File: config.mk
export PLATFORM = sky130hd
export DESIGN_NAME = dfu_bank_rd_seq
export DESIGN_NICKNAME = d
export VERILOG_FILES = /design/src/rtl/dfu_pkg.sv /design/src/rtl/dfu_skid_fifo.sv /design/src/rtl/dfu_bank_rd_seq.sv
export SDC_FILE = /design/constraint.sdc
export NUM_CORES = 1
export LEC_CHECK = 0
export ABC_AREA = 1
export CAP_MARGIN = 20
export CORE_MARGIN = 4
export CORE_UTILIZATION = 50
export DETAILED_ROUTE_END_ITERATION = 8
export MAX_ROUTING_LAYER = met4
export PLACE_DENSITY = 0.78
export SYNTH_ARGS = -nofsm -noshare
export SYNTH_HDL_FRONTEND = slang
export SYNTH_SLANG_ARGS = --single-unit
File: constraint.sdc
create_clock -name clk -period 2.3 [get_ports clk]
set_input_delay 0.69 -clock clk [delete_from_list [all_inputs] [get_ports clk]]
set_output_delay 0.69 -clock clk [all_outputs]
set_load 0.01 [all_outputs]
File: src/rtl/dfu_pkg.sv
// Shared definitions for the DFU bank read sequencer: FSM state encoding,
// output buffer depth and the buffer occupancy type.
package dfu_pkg;

    typedef enum logic [1:0] {
        DFU_IDLE  = 2'd0,
        DFU_READ  = 2'd1,
        DFU_DRAIN = 2'd2,
        DFU_DONE  = 2'd3
    } dfu_rd_state_e;

    // Two entries are enough to absorb the word already in flight from the
    // registered SRAM read when the consumer stalls.
    localparam int DFU_RD_BUF_DEPTH = 2;
    localparam int DFU_RD_CNT_W     = $clog2(DFU_RD_BUF_DEPTH + 1);

    typedef logic [DFU_RD_CNT_W-1:0] dfu_buf_cnt_t;

    localparam dfu_buf_cnt_t DFU_RD_BUF_FULL = dfu_buf_cnt_t'(DFU_RD_BUF_DEPTH);

    // Occupancy after one cycle of push/pop activity.
    function automatic dfu_buf_cnt_t dfu_cnt_after(input dfu_buf_cnt_t cnt,
                                                   input logic         push,
                                                   input logic         pop);
        return cnt + dfu_buf_cnt_t'(push) - dfu_buf_cnt_t'(pop);
    endfunction

endpackage

File: src/rtl/dfu_skid_fifo.sv
// Small in-order FIFO between the SRAM read port and the output stream.
// Flush has priority over push and pop; pop on empty and push on full
// (without a simultaneous pop) are ignored.
module dfu_skid_fifo
    import dfu_pkg::*;
#(
    parameter int Es = 8
) (
    input  logic          clk,
    input  logic          rst,
    input  logic          flush,
    input  logic          push,
    input  logic [Es-1:0] push_data,
    input  logic          pop,
    output logic [Es-1:0] head,
    output logic          empty,
    output logic          full,
    output dfu_buf_cnt_t  count
);

    localparam int PTR_W = $clog2(DFU_RD_BUF_DEPTH);

    logic [Es-1:0]    mem_reg [DFU_RD_BUF_DEPTH];
    logic [PTR_W-1:0] wr_ptr_reg;
    logic [PTR_W-1:0] rd_ptr_reg;
    dfu_buf_cnt_t     count_reg;

    logic pop_ok;
    logic push_ok;

    assign pop_ok  = pop && (count_reg != '0);
    assign push_ok = push && ((count_reg != DFU_RD_BUF_FULL) || pop_ok);

    // Per-entry storage: an entry is written only when the write pointer selects it.
    generate
        for (genvar gi = 0; gi < DFU_RD_BUF_DEPTH; gi++) begin : g_entry
            always_ff @(posedge clk or negedge rst) begin
                if (!rst) begin
                    mem_reg[gi] <= '0;
                end else if (!flush && push_ok && (wr_ptr_reg == PTR_W'(gi))) begin
                    mem_reg[gi] <= push_data;
                end
            end
        end
    endgenerate

    // Pointers and occupancy; depth is a power of two so pointers wrap naturally.
    always_ff @(posedge clk or negedge rst) begin
        if (!rst) begin
            wr_ptr_reg <= '0;
            rd_ptr_reg <= '0;
            count_reg  <= '0;
        end else if (flush) begin
            wr_ptr_reg <= '0;
            rd_ptr_reg <= '0;
            count_reg  <= '0;
        end else begin
            if (push_ok) begin
                wr_ptr_reg <= wr_ptr_reg + 1'b1;
            end
            if (pop_ok) begin
                rd_ptr_reg <= rd_ptr_reg + 1'b1;
            end
            count_reg <= dfu_cnt_after(count_reg, push_ok, pop_ok);
        end
    end

    assign head  = mem_reg[rd_ptr_reg];
    assign empty = (count_reg == '0);
    assign full  = (count_reg == DFU_RD_BUF_FULL);
    assign count = count_reg;

endmodule

File: src/rtl/dfu_bank_rd_seq.sv
// Read sequencer draining one DFU bank SRAM into a valid/ready stream.
// On start, issues `length` registered reads from base_addr, buffers the
// same-cycle read data in a 2-entry FIFO and presents it with backpressure.
// Optional feature: define DFU_RD_STRIDE_EN to add a `stride` input that sets
// the address increment; otherwise the increment is fixed at 1.
module dfu_bank_rd_seq
    import dfu_pkg::*;
#(
    parameter int Es        = 8,
    parameter int sram_addr = 4
) (
    input  logic                 clk,
    input  logic                 rst,
    input  logic                 start,
    input  logic [sram_addr-1:0] base_addr,
    input  logic [sram_addr:0]   length,
`ifdef DFU_RD_STRIDE_EN
    input  logic [sram_addr-1:0] stride,
`endif
    input  logic                 abort,
    output logic                 dfu2ip_sram_rd_en,
    output logic [sram_addr-1:0] dfu2ip_sram_rd_addr,
    input  logic [Es-1:0]        dfu2op_bank_sram_data_out,
    input  logic                 dfu2op_bank_sram_data_out_vld,
    output logic [Es-1:0]        out_data,
    output logic                 out_vld,
    input  logic                 out_rdy,
    output logic                 busy,
    output logic                 done
);

    localparam logic [sram_addr:0] LEN_ONE = {{sram_addr{1'b0}}, 1'b1};

    dfu_rd_state_e        state_reg;
    dfu_rd_state_e        state_next;

    logic                 rd_en_reg;
    logic [sram_addr-1:0] rd_addr_reg;
    logic [sram_addr:0]   issued_reg;
    logic [sram_addr:0]   len_reg;
    logic [sram_addr-1:0] stride_val;

`ifdef DFU_RD_STRIDE_EN
    logic [sram_addr-1:0] stride_reg;
    assign stride_val = stride_reg;
`else
    assign stride_val = {{(sram_addr-1){1'b0}}, 1'b1};
`endif

    logic          fifo_empty;
    logic          fifo_full;
    logic [Es-1:0] fifo_head;
    dfu_buf_cnt_t  fifo_count;
    dfu_buf_cnt_t  count_next;

    logic pop;
    logic push;
    logic abort_hit;
    logic can_issue;

    assign pop       = !fifo_empty && out_rdy;
    assign push      = rd_en_reg && dfu2op_bank_sram_data_out_vld && (!fifo_full || pop);
    assign abort_hit = abort && (state_reg != DFU_IDLE);

    // Occupancy as it will stand after this edge; the next read is only
    // scheduled when that leaves room, because its data lands one cycle later.
    assign count_next = dfu_cnt_after(fifo_count, push, pop);
    assign can_issue  = (state_reg == DFU_READ) && (issued_reg != len_reg) &&
                        (count_next != DFU_RD_BUF_FULL);

    dfu_skid_fifo #(
        .Es (Es)
    ) u_buf (
        .clk       (clk),
        .rst       (rst),
        .flush     (abort_hit),
        .push      (push),
        .push_data (dfu2op_bank_sram_data_out),
        .pop       (pop),
        .head      (fifo_head),
        .empty     (fifo_empty),
        .full      (fifo_full),
        .count     (fifo_count)
    );

    // FSM state register.
    always_ff @(posedge clk or negedge rst) begin
        if (!rst) begin
            state_reg <= DFU_IDLE;
        end else begin
            state_reg <= state_next;
        end
    end

    // Next-state logic; abort overrides every other transition.
    always_comb begin
        state_next = state_reg;
        case (state_reg)
            DFU_IDLE: begin
                if (start) begin
                    state_next = (length == '0) ? DFU_DONE : DFU_READ;
                end
            end
            DFU_READ: begin
                // The final read is active in this cycle once the issue count reaches length.
                if (issued_reg == len_reg) begin
                    state_next = DFU_DRAIN;
                end
            end
            DFU_DRAIN: begin
                if (count_next == '0) begin
                    state_next = DFU_DONE;
                end
            end
            DFU_DONE: begin
                state_next = DFU_IDLE;
            end
            default: begin
                state_next = DFU_IDLE;
            end
        endcase
        if (abort_hit) begin
            state_next = DFU_IDLE;
        end
    end

    // Registered read port, transfer parameters and issue counter.
    always_ff @(posedge clk or negedge rst) begin
        if (!rst) begin
            rd_en_reg   <= 1'b0;
            rd_addr_reg <= '0;
            issued_reg  <= '0;
            len_reg     <= '0;
`ifdef DFU_RD_STRIDE_EN
            stride_reg  <= '0;
`endif
        end else if (abort_hit) begin
            rd_en_reg <= 1'b0;
        end else if ((state_reg == DFU_IDLE) && start) begin
            // First read goes out in the cycle right after start is sampled.
            len_reg     <= length;
            rd_addr_reg <= base_addr;
            rd_en_reg   <= (length != '0);
            issued_reg  <= (length != '0) ? LEN_ONE : '0;
`ifdef DFU_RD_STRIDE_EN
            stride_reg  <= stride;
`endif
        end else if (can_issue) begin
            rd_en_reg   <= 1'b1;
            rd_addr_reg <= rd_addr_reg + stride_val;
            issued_reg  <= issued_reg + LEN_ONE;
        end else begin
            rd_en_reg <= 1'b0;
        end
    end

    // Stream and status outputs.
    always_comb begin
        busy     = (state_reg != DFU_IDLE);
        done     = (state_reg == DFU_DONE);
        out_vld  = !fifo_empty;
        out_data = fifo_head;
    end

    assign dfu2ip_sram_rd_en   = rd_en_reg;
    assign dfu2ip_sram_rd_addr = rd_addr_reg;

endmodule

After elaboration in Yosys (flattened, before gate mapping). Index checks and enable logic that the tools add are counted.

Memories kept: 0. Bits of input ports: 23. Bits in latches: 0. Memory bits (read-only): 0. Logic and storage cells: 85. Memory bits (writable): 0. Output and inout port bits: 16. Register bits after elaboration: 37.

Add/subtract/negate cells: 8. Reductions and logical operators: 30. Eq/ne operators: 11. Shift operators: 0. Multipliers: 0. Divide/modulo/power cells: 0. $lt $le $gt $ge: 1. Mux-type cells: 22. Bitwise logic cells: 3.

Operators with widths (count): $mux 8 (3); $logic_and 1x1->1 (12); $mux 2 (6); $mux 5 (2); $reduce_bool 2->1 (5); $mux 1 (8); $mux 4 (2); $pmux 2 s4 (1); $eq 2x2->1 const B (3); $logic_not 2->1 (3); $ne 3x2->1 const B (2); $add 5x1->5 const B (1); $eq 5x5->1 (1); $logic_not 5->1 (1); $ne 5x5->1 (1); $reduce_bool 5->1 (1); $add 2x1->2 (2); $add 4x1->4 const B (1); $ne 2x2->1 const B (2); $reduce_and 2->1 (2); $sub 2x1->2 (2); $logic_not 1->1 (3); $ne 3x1->1 const B (1); $reduce_and 3->1 (1); 6 further kinds (9).

Longest topological paths before layout. Gate-level depths: netlist of run 1.

Depth after elaboration: 12. Depth in mapped cells: 15. Gate-level depth less buffers: 15.

Hierarchy. From an unflattened synthesis of run 1, not the netlist that was laid out.

Cells, all modules: 296. Area total of the unflattened synthesis: 2283.4 sq um.

By module, submodules not included: dfu_bank_rd_seq (instances 1, seq. area each 425.4 sq um, area an instance 1233.7 sq um, cells each 167); dfu_skid_fifo (instances 1, seq. area each 500.5 sq um, area an instance 1049.8 sq um, cells each 129).

Worst setup path after synthesis of run 1. OpenSTA, ideal clock, no wires.

Path type: input port to flip-flop. Start point: input out_rdy. End point: register rd_addr_reg[0] (netlist: dfu2ip_sram_rd_addr[0]). Library setup time: 0.117 ns. Required time: 2.183 ns. Stages on the path: 10. Arrival: 1.853 ns. Slack: 0.329 ns. Buffers on the path: 0. Cells stage by stage: nand2_4 > inv_1 > ha_1 > inv_1 > ha_1 > inv_1 > nand3_1 > nand4_2 > nand3_1 > nand2_1.

Longest elaborated chain between the ends: 9.

RTL lines: from (decl) (line dfu_bank_rd_seq.sv:27) `input logic out_rdy,`; $logic_and 1x1->1 (*) (line dfu_bank_rd_seq.sv:61) `assign pop = !fifo_empty && out_rdy;`; $logic_or 1x1->1 (line dfu_bank_rd_seq.sv:62) `assign push = rd_en_reg && dfu2op_bank_sram_data_out_vld && (!fifo_full || pop);`; $logic_and 1x1->1 (line dfu_bank_rd_seq.sv:62); $add 2x1->2 (line dfu_pkg.sv:25) `return cnt + dfu_buf_cnt_t'(push) - dfu_buf_cnt_t'(pop);`; $sub 2x1->2 (*) (line dfu_pkg.sv:25); $ne 2x2->1 (*) (line dfu_bank_rd_seq.sv:69) `(count_next != DFU_RD_BUF_FULL);`; $logic_and 1x1->1 (*) (line dfu_bank_rd_seq.sv:68) `assign can_issue = (state_reg == DFU_READ) && (issued_reg != len_reg) &&`; $reduce_bool 2->1 (no line) (*); $reduce_and 2->1 (no line) (*); to (signal assigned) (line dfu_bank_rd_seq.sv:142) `rd_addr_reg <= base_addr;`; to (signal assigned) (line dfu_bank_rd_seq.sv:150) `rd_addr_reg <= rd_addr_reg + stride_val;`; to (decl) (line dfu_bank_rd_seq.sv:38) `logic [sram_addr-1:0] rd_addr_reg;`.

Mark *: on every way between the ends. The rest lies on a longest branch, timed or not. A chain may end at the register's enable or synchronous reset.

Worst setup path after layout of run 1. Ends and elaborated chain as after synthesis.

==> metrics.txt, run 1 <==
outcome completed; fill count about 340; chip width 73.82 um; reg2reg start u_buf.count[1]; Initial Util 0.5300; Worst EP arrival approximately 2.4 ns; switching share of power 0.4150; layout cell share with drive strength beyond 1 0.1646; Post-Route WL 4.465 mm; CTS root buffer clkbuf_8; setup TNS 0 ns; Required @ worst endpoint 2.48 ns; syn_area_per_cell ~8 um2; Nets between 300 and 400; Worst-Margin Slew 0.4739 ns; Post-DRT Antenna Nets 0; Critical Path Max Stage Delay between 0.4 and 0.5 ns; Seq/Total Area, Yosys 0.4275; Num CTS Buffers 5; Setup Viol. Count Final 0; HPWL Detailed around 3.2 mm; internal power around 2100 uW; final slew viol count 0; share of the synthesized area in the top cell type 0.4275; Hold Path Class input pin to asynchronous set/reset pin; Via Count between 1500 and 2000; max reg flops 16; top cells by area, synth dfrtp_1 (43%), nand2_1 (16%), nand3_1 (7.4%); die extent in y ~74 um; Fin Clk Skew ~0.0092 ns; Hold-fix buffers, CTS 0; Avg Vias per Cell approximately 5; CTS tree yes; Post-Synthesis Cells between 200 and 300; maxcap violations 0; I/O Buffers 38; Clock power frac 0.154; commonest non-fill, non-tap cell in the layout nand2_1; clk buf depth 2; total track usage 0.1911; num ports 39; CP Max Fanout 5; commonest non-fill, non-tap cells in the layout nand2_1 (91), dfrtp_1 (37), clkdlybuf4s50_1 (35), inv_1 (31), nand3_1 (31); Rows 23; RSZ-0062 raised after global routing yes; startpoint type of the worst setup path input pin; first-pass GRT wire length ~7.7 mm; number of global-route vias before repair between 1500 and 2000; DR iter-0 viols just over 100; switching pwr 1481 uW; WS Path Type input pin to flip-flop; Synth area leader dfrtp_1; Buf+Inv Stages, Crit Path 4; Net Count, Synth 308; period utilization 0.9591; cell mode on critical path inv_1; register share of total power 0.319; largest net degree at the start of global routing 38; TritonCTS Sinks 37; Comb pwr share 0.527; area grow syn2layout 27.04%; YS warnings 0; Slew headroom 0.6841; Worst IR Drop VDD ~0.00068 V; clk_lat worst skew a little under 0.3 ns; WL/cell roughly 12 um; crit-path cells clkdlybuf4s50_1 > nand2_4 > inv_1 > ha_1 > inv_1 > ha_1 > inv_1 > nand3_2 > nand3_1 > nand2_2 > nand3_1 > nand2_1; residual DRC count 0; f_max 453.3 MHz; Die Footprint about 5400 um2; pwr/cell area 1297 nW/um2; antenna violations before repair 0; Synth Register Bits 37; Final Hold Violating Endpoints 0; Clock transition at path regs 0.08 ns; fin crit period approximately 2.2 ns; number of distinct library cells after synthesis 23; Core Region approximately 4100 um2; cell family with most CP delay buffers and inverters; critical path's slowest cell clkdlybuf4s50_1; DRT Pass-1 Iters 4; crit path launch out_rdy; GPL Wtd Cong ~0.77; synthesized cell area roughly 2200 um2; Util after Layout 0.6733; n_diodes 0; Overflow after GRT 0; CP endpoint kind flip-flop; CTS HTree Levels 2; Leak between 0.001 and 0.0015 uW
==> what timing repair did <==
item / CTS / global route
endpoints found under the setup margin: 9 / 11
pin swaps: 0 / 0
buffers inserted: 2 / 0
resized for setup: 3 / 4
==> cell families (layout without fill, tap and decap cells) <==
kind of cell	Yosys count	count (layout)	share of synthesized area
AOI/OAI and AO/OA	28	28	0.09243
xor gates and xnor gates	6	6	0.02426
adders and majority gates	10	10	0.05777
buffers and inverters	44	91	0.08607
DFF	37	37	0.4275
and+or+nand+nor	150	150	0.3120
==> worst register-to-register path: stages (launching register included) <==
cell,delay [ns]
dfrtp_1,0.41
inv_2,0.10
nand2_4,0.06
nand2_4,0.06
inv_1,0.04
ha_1,0.26
inv_1,0.04
ha_1,0.26
inv_1,0.08
nand3_2,0.13
nand3_1,0.14
nand2_2,0.10
nand3_1,0.08
nand2_1,0.05
==> routing by layer <==
metal | vias up | share of wire | global-route usage
met3 | 6 | 0.051 | 0.04514
met4 | 0 | 0.017 | 0.06841
met2 | 45 | 0.47 | 0.2844
met5 | - | 0 | -
met1 | 834 | 0.46 | 0.2541
li1 | 964 | - | -
==> synth_stat cells, drive strengths merged <==
cell type / n
ha: 10
xnor2: 2
nand2: 99
nand4: 4
a21oi: 4
inv: 36
clkinv: 1
xor2: 4
o21ai: 24
dfrtp: 37
or2: 2
buf: 5
clkbuf: 2
nor2: 12
nand3: 33
==> metrics by stage <==
stage / cells / hold WS [ns] / power [uW] / setup slack, ns / instance area (um2)
5_1_grt: 372 / 0.4727 / 3911 / -0.009841 / 2751
3_3_place_gp: 363 / 0.4637 / 2919 / -0.2653 / 2611
6_report: 372 / 0.4274 / 3569 / 0.09402 / 2751
2_1_floorplan: 275 / 0.3944 / 2347 / 0.3291 / 2166
3_5_place_dp: 363 / 0.4684 / 2985 / -0.3142 / 2611
4_1_cts: 372 / 0.4451 / 3584 / 0.007375 / 2739
==> power by group through the flow <==
stage | Clock, uW | Sequential [uW] | Combinational, uW
floorplan | 0 | 1120 | 1230
global placement | 0 | 1140 | 1780
detailed placement | 0 | 1150 | 1830
CTS | 561 | 1140 | 1880
global route | 595 | 1180 | 2140
finish | 550 | 1140 | 1880
==> cell type report <==
cell class                      instances  area (um2)  share of cell area
Multi-Input combinational cell        194        1072              0.3897
Tap cell                               50       62.56             0.02274
Timing Repair Buffer                   47       444.2              0.1614
Inverter                               37       142.6             0.05184
Sequential cell                        37       925.9              0.3365
Clock buffer                            5       68.82             0.02501
Clock inverter                          2       35.03             0.01273
==> path summary, 6_finish.rpt <==
check | depth (start not counted) | endpoint | slack, ns
worst min register to register | 2 | u_buf.mem_reg[7] | 0.49
max in group asynchronous | 2 | issued_reg[0] | 1.53
min in group clk | 2 | u_buf.mem_reg[7] | 0.49
worst max-delay path | 12 | dfu2ip_sram_rd_addr[0] | 0.09
worst min-delay path | 2 | len_reg[4] | 0.43
worst max register to register | 13 | dfu2ip_sram_rd_addr[0] | 0.39
Power figures use the tool's default switching activity.
==> inputs of run 2 (changes only) <==
- CORE_UTILIZATION: 50 -> 55
- CTS_BUF_LIST: unset -> sky130_fd_sc_hd__clkbuf_4 sky130_fd_sc_hd__clkbuf_8
- PLACE_DENSITY: 0.78 -> 0.83
- SYNTH_HIERARCHICAL: unset -> 1
==> metrics.txt, run 2 <==
outcome completed; synthesized cell area 2283 um2 (+5.4%); Fin Clk Skew 0.006466 ns (-0.002753 ns); Worst IR Drop VDD 0.0007890 V (+16%); Nets 385 (+8.5%); worst reg2reg setup slack 0.23 ns (-0.16 ns); Reg-to-Reg End issued_reg[3]; antenna violations before repair 0 (unchanged); number of distinct library cells after synthesis 25 (+8.7%); TritonCTS Sinks 37 (unchanged); Slew headroom 0.6792 (-0.004876); Core Region 4000 um2 (-2.1%); top cells by area, synth dfrtp_1 (41%), nand2_1 (18%), nand3_1 (6.4%); Synth Register Bits 37 (unchanged); crit-path cells inv_4 > nand2_1 > nand2_1 > clkdlybuf4s50_1; Power, Total 3895 uW (+9.1%); Post-Route WL 5.680 mm (+27%); fin crit period 2.214 ns (+0.007893 ns); startpoint type of the worst setup path flip-flop; switching pwr 1770 uW (+19%); cell family with most CP delay buffers and inverters; num ports 39 (unchanged); RSZ-0062 raised after global routing no; commonest non-fill, non-tap cells in the layout nand2_1 (109), dfrtp_1 (36), clkdlybuf4s50_1 (36), inv_1 (25), nand3_1 (23); residual DRC count 0 (unchanged); HPWL Detailed 3.817 mm (+19%); Post-Place Cells 390 (+7.4%); Final Hold Violating Endpoints 0 (unchanged); Post-DP Area 2774 um2 (+6.2%); clk buf depth 2 (unchanged); hold path endpoint u_buf/mem_reg[10]; ys flop type dfrtp_1; n_diodes 0 (unchanged); CTS root buffer clkbuf_8; Avg Vias per Cell 5.480 (+10%); Worst-Margin Slew 0.4812 ns (+0.007314 ns); Seq/Total Area, Yosys 0.4055 (-0.02202); Net Count, Synth 329 (+6.8%); pwr/cell area 1303 nW/um2 (+0.40%); design area 2990 um2 (+8.7%); cell mode on critical path nand2_1; Clock power frac 0.119 (-0.035); register share of total power 0.302 (-0.017); f_max 451.7 MHz (-0.36%); I/O Buffers 38 (unchanged); die extent in y 72.44 um (-1.9%); Worst Reg-to-Reg Cells 13 (unchanged); DR iter-0 viols 153 (+51%); Async SR Flop Fraction 1.000 (unchanged); crit path setup slack, layout 0.08612 ns (-0.007893 ns); Initial Util 0.5708 (+0.04084); total track usage 0.2353 (+0.04417); Synth area leader dfrtp_1; clk_lat worst skew 0.29 ns (about the same); max reg flops 16 (unchanged); Post-DRT Antenna Nets 0 (unchanged); hold path cells 2; CTS HTree Levels 2 (unchanged); Rows 23 (unchanged); area grow syn2layout 30.96%; Num CTS Buffers 5 (unchanged); Hold-fix buffers, CTS 0 (unchanged); Critical Path Max Stage Delay 0.53 ns (+0.09 ns); commonest non-fill, non-tap cell in the layout nand2_1; Post-Synthesis Cells 296 (+7.6%); Die Footprint 5247 um2 (-3.7%); Overflow after GRT 0 (unchanged); hold_sp u_buf/mem_reg[10]; Comb pwr share 0.579 (+0.052); Required @ worst endpoint 1.61 ns (-0.87 ns); internal power 2125 uW (+1.8%); setup TNS 0 ns (unchanged); CP Max Fanout 9 (+4); Worst EP arrival 1.52 ns (-0.86 ns); first-pass GRT wire length 9.528 mm (+24%); largest net degree at the start of global routing 38 (unchanged); DRT Pass-1 Iters 4 (unchanged); layout cell share with drive strength beyond 1 0.1875 (+0.02290); CP endpoint kind primary output; share of the synthesized area in the top cell type 0.4055 (-0.02202); WS Path Type flip-flop to primary output; CTS tree yes; reg2reg start u_buf/count[1]; Setup Viol. Count Final 0 (unchanged); count leader, synth nand2_1; Leak 0.001535 uW (+3.9%); GPL Wtd Cong 0.9009 (+18%); switching share of power 0.4543 (+0.03935); YS warnings 6 (+6); chip width 72.44 um (-1.9%); pre-CTS setup slack -0.3971 ns (-0.08290 ns); WL/cell 14.13 um (+18%); Post-synth EDFFs 0 (unchanged); Hold Path Class flip-flop to flip-flop; final non-filler cell total 402 (+8.1%); Clock transition at path regs 0.07 ns (about the same); maxcap violations 0 (unchanged); Synth top cells by count nand2_1 (111), dfrtp_1 (37), nand3_1 (29); number of global-route vias before repair 2143 (+23%); final slew viol count 0 (unchanged); Buf+Inv Stages, Crit Path 2 (-2); Via Count 2203 (+19%); syn_area_per_cell 7.714 um2 (-2.0%); critical path's slowest cell clkdlybuf4s50_1; period utilization 0.9626 (+0.003432)
-- run 2: cell types whose count changed after synthesis, sizes merged --
cell | previous run | this run
xor2 | 4 | 3
a31o | 0 | 1
buf | 5 | 7
nand4 | 4 | 21
a21oi | 4 | 3
inv | 36 | 32
clkbuf | 2 | 0
nand2 | 99 | 117
xnor2 | 2 | 1
nor2 | 12 | 17
nand3 | 33 | 37
o21ai | 24 | 7
-- run 2: power groups by stage --
stage	clock, uW	combinational [uW]	sequential (uW)
4_1_cts	467	2230	1170
5_1_grt	501	2500	1210
2_1_floorplan	0	1350	1130
3_3_place_gp	0	1940	1170
3_5_place_dp	0	2010	1180
6_report	463	2250	1180
-- run 2: kinds of logic after synthesis --
logic type / after synthesis / share of synthesized area
buf+inv: 40 / 0.07616
simple gates: 194 / 0.4225
fa+ha+maj: 10 / 0.05479
xor+xnor: 4 / 0.01535
flops: 37 / 0.4055
compound gates: 11 / 0.02575
-- run 2: worst register-to-register path, delay by kind of cell (launching register included) --
kind / cells / cell delay [ns]
adders and majority gates: 2 / 0.47
AOI/OAI and AO/OA: 1 / 0.13
DFF: 1 / 0.51
buffers and inverters: 2 / 0.09
and+or+nand+nor: 8 / 0.82
-- run 2: timing repair --
item	in CTS	in global routing
resized for setup	21	2
buffers inserted	3	1
endpoints found under the setup margin	21	8
gates cloned	1	0
pin swaps	13	0
-- run 2: per-stage QoR --
step	hold slack, ns	util
CTS	0.4815	0.7444
finish	0.4794	0.7476
floorplan	0.3944	-
global placement	0.4539	0.6935
detailed placement	0.4631	0.6935
global route	0.4967	0.7476
-- run 2: layout make-up --
type,count,area (um2)
clock inverters,1,7.507
flip-flops and latches,37,927.1
repair buffers,55,509.2
multi-input cells,220,1275
clock buffers,6,82.58
well taps,50,62.56
inverters,33,126.4
fillers,313,1010
-- run 2: worst max-delay path by stage --
stage | start | to | cells after the start
final | u_buf/rd_ptr_reg | out_data[5] | 4
after global routing | dfu2op_bank_sram_data_out_vld | issued_reg[0] | 12
after CTS | state_reg[0] | busy | 4
after detailed placement | out_rdy | dfu2ip_sram_rd_addr[3] | 13
after global placement | out_rdy | issued_reg[1] | 13
after floorplan | out_rdy | issued_reg[1] | 12
-- run 2: routing by layer --
metal,up-vias,track usage,share of wire
li1,1074,-,-
met1,1039,0.2877,0.41
met2,79,0.3812,0.51
met3,11,0.04986,0.060
met4,0,0.09221,0.022
met5,-,-,0
==> inputs of run 3 (changes only) <==
- CORE_UTILIZATION: 55 -> 45
- PLACE_DENSITY: 0.83 -> 0.71
==> metrics.txt, run 3 (synthesis results as in run 2) <==
RSZ-0062 raised after global routing no; period utilization 0.9627 (about the same); switching share of power 0.4358 (-0.01855); Nets 384 (-0.26%); fill count 436 (+39%); CTS root buffer clkbuf_8; Leak 0.001635 uW (+6.5%); layout cell share with drive strength beyond 1 0.1761 (-0.01136); crit-path cells clkinv_4 > nand2_1 > nand2_1 > clkdlybuf4s50_1; Hold Path Class input pin to asynchronous set/reset pin; die extent in y 79.24 um (+9.4%); first-pass GRT wire length 9.108 mm (-4.4%); n_diodes 0 (unchanged); final slew viol count 0 (unchanged); CTS HTree Levels 2 (unchanged); area grow syn2layout 32.49%; Worst-Margin Slew 0.4789 ns (-0.002339 ns); chip width 79.24 um (+9.4%); Avg Vias per Cell 4.916 (-10%); internal power 2213 uW (+4.1%); antenna violations before repair 0 (unchanged); outcome completed; Setup Viol. Count Final 0 (unchanged); Overflow after GRT 0 (unchanged); DRT Pass-1 Iters 4 (unchanged); I/O Buffers 38 (unchanged); Required @ worst endpoint 1.61 ns (about the same); Via Count 2060 (-6.5%); Worst EP arrival 1.52 ns (about the same); register share of total power 0.297 (-0.005); Initial Util 0.4740 (-0.09682); Num CTS Buffers 5 (unchanged); startpoint type of the worst setup path flip-flop; HPWL Detailed 3.679 mm (-3.6%); Multi-input gate area 1247 um2 (-2.2%); Post-DRT Antenna Nets 0 (unchanged); WL/cell 12.34 um (-13%); cell mode on critical path nand2_1; num ports 39 (unchanged); register area 927.1 um2 (unchanged); commonest non-fill, non-tap cell in the layout nand2_1; Fin Clk Skew 0.006719 ns (+0.0002534 ns); commonest non-fill, non-tap cells in the layout nand2_1 (109), dfrtp_1 (36), clkdlybuf4s50_1 (28), nand3_1 (27), inv_1 (25); Die Footprint 6278 um2 (+20%); maxcap violations 0 (unchanged); Core Region 4817 um2 (+20%); GPL Wtd Cong 0.8153 (-9.5%); Power, Total 3921 uW (+0.68%); Rows 25 (+8.7%); Comb pwr share 0.552 (-0.027); fin crit period 2.214 ns (+0.0002397 ns); Slew headroom 0.6808 (+0.001559); Critical Path Max Stage Delay 0.52 ns (about the same); CP endpoint kind primary output; clk buf depth 2 (unchanged); number of global-route vias before repair 1969 (-8.1%); pre-CTS setup slack -0.4040 ns (-0.006941 ns); DR iter-0 viols 112 (-27%); TritonCTS Sinks 37 (unchanged); critical path's slowest cell clkdlybuf4s50_1; residual DRC count 0 (unchanged); Clock transition at path regs 0.08 ns (about the same); total track usage 0.1870 (-0.04833); switching pwr 1709 uW (-3.4%); pwr/cell area 1296 nW/um2 (-0.49%); crit path setup slack, layout 0.08588 ns (-0.0002397 ns); Clock power frac 0.152 (+0.033); largest net degree at the start of global routing 38 (unchanged); CP Max Fanout 9 (unchanged); clk_lat worst skew 0.28 ns (about the same); Worst IR Drop VDD 0.0005943 V (-25%); WS Path Type flip-flop to primary output; Post-Route WL 5.170 mm (-9.0%); Final Hold Violating Endpoints 0 (unchanged); f_max 451.6 MHz (about the same); CTS tree yes; max reg flops 16 (unchanged)
run 3: cell types whose count changed in the layout (fill, tap and decap cells not counted), sizes merged:
cell / delta
bufinv: +1
clkdlybuf4s50: -8
clkinv: +1
dlymetal6s2s: +7
inv: -1
run 3: critical path, delay by kind of cell, from the launching register on:
family | cells | cell delay (ns)
buffers and inverters | 2 | 0.64
AND/OR/NAND/NOR | 2 | 0.10
flip-flops | 1 | 0.50
run 3: metrics by stage:
stage                     utilization  instance area, um2  cells  TNS, ns  hold WS [ns]
after detailed placement       0.5792                2790    407   -5.057        0.4589
after CTS                      0.6210                2992    418        0        0.4663
after floorplan                     -                2283    296        0        0.3944
final                          0.6281                3025    419        0        0.4452
after global routing           0.6281                3025    419        0        0.4875
after global placement         0.5792                2790    407   -4.610        0.4530
run 3: final cells by class:
| type | instances | area share |
|---|---|---|
| Timing Repair Buffer | 54 | 0.1712 |
| Inverter | 33 | 0.04260 |
| Multi-Input combinational cell | 220 | 0.4123 |
| Tap cell | 67 | 0.02771 |
| Clock buffer | 6 | 0.02730 |
| Sequential cell | 37 | 0.3065 |
| Clock inverter | 2 | 0.01241 |
run 3: routing by layer:
metal / track usage / vias up / share of wire
li1: - / 1069 / -
met1: 0.2656 / 936 / 0.52
met2: 0.2870 / 50 / 0.43
met3: 0.03061 / 5 / 0.045
met4: 0.03093 / 0 / 0.0070
met5: - / - / 0
run 3: path summary, 6_finish.rpt:
path | startpoint | endpoint | slack, ns | cells past startpoint
setup / recovery | u_buf/rd_ptr_reg | out_data[2] | 0.09 | 4
hold / removal | rst | u_buf/count[1] | 0.45 | 2
setup reg to reg | u_buf/count[0] | dfu2ip_sram_rd_addr[2] | 0.21 | 13
hold reg to reg | u_buf/mem_reg[11] | u_buf/mem_reg[11] | 0.48 | 2
max in group asynchronous | rst | u_buf/rd_ptr_reg | 1.50 | 2
min in group clk | u_buf/mem_reg[11] | u_buf/mem_reg[11] | 0.48 | 2
run 3: power groups by stage:
stage / clock (uW) / sequential (uW) / combinational (uW)
6_report: 595 / 1160 / 2160
5_1_grt: 633 / 1210 / 2450
4_1_cts: 602 / 1160 / 2180
3_5_place_dp: 0 / 1170 / 2010
3_3_place_gp: 0 / 1160 / 1970
2_1_floorplan: 0 / 1130 / 1350
run 3: what timing repair did:
item / in CTS / in global routing
cloned: 1 / 0
gates resized for setup: 16 / 11
hold buffers: 0 / 0
buffers inserted: 2 / 1
endpoints found under the setup margin: 21 / 9
endpoints found under the hold margin: 0 / 0
pin swaps: 12 / 0
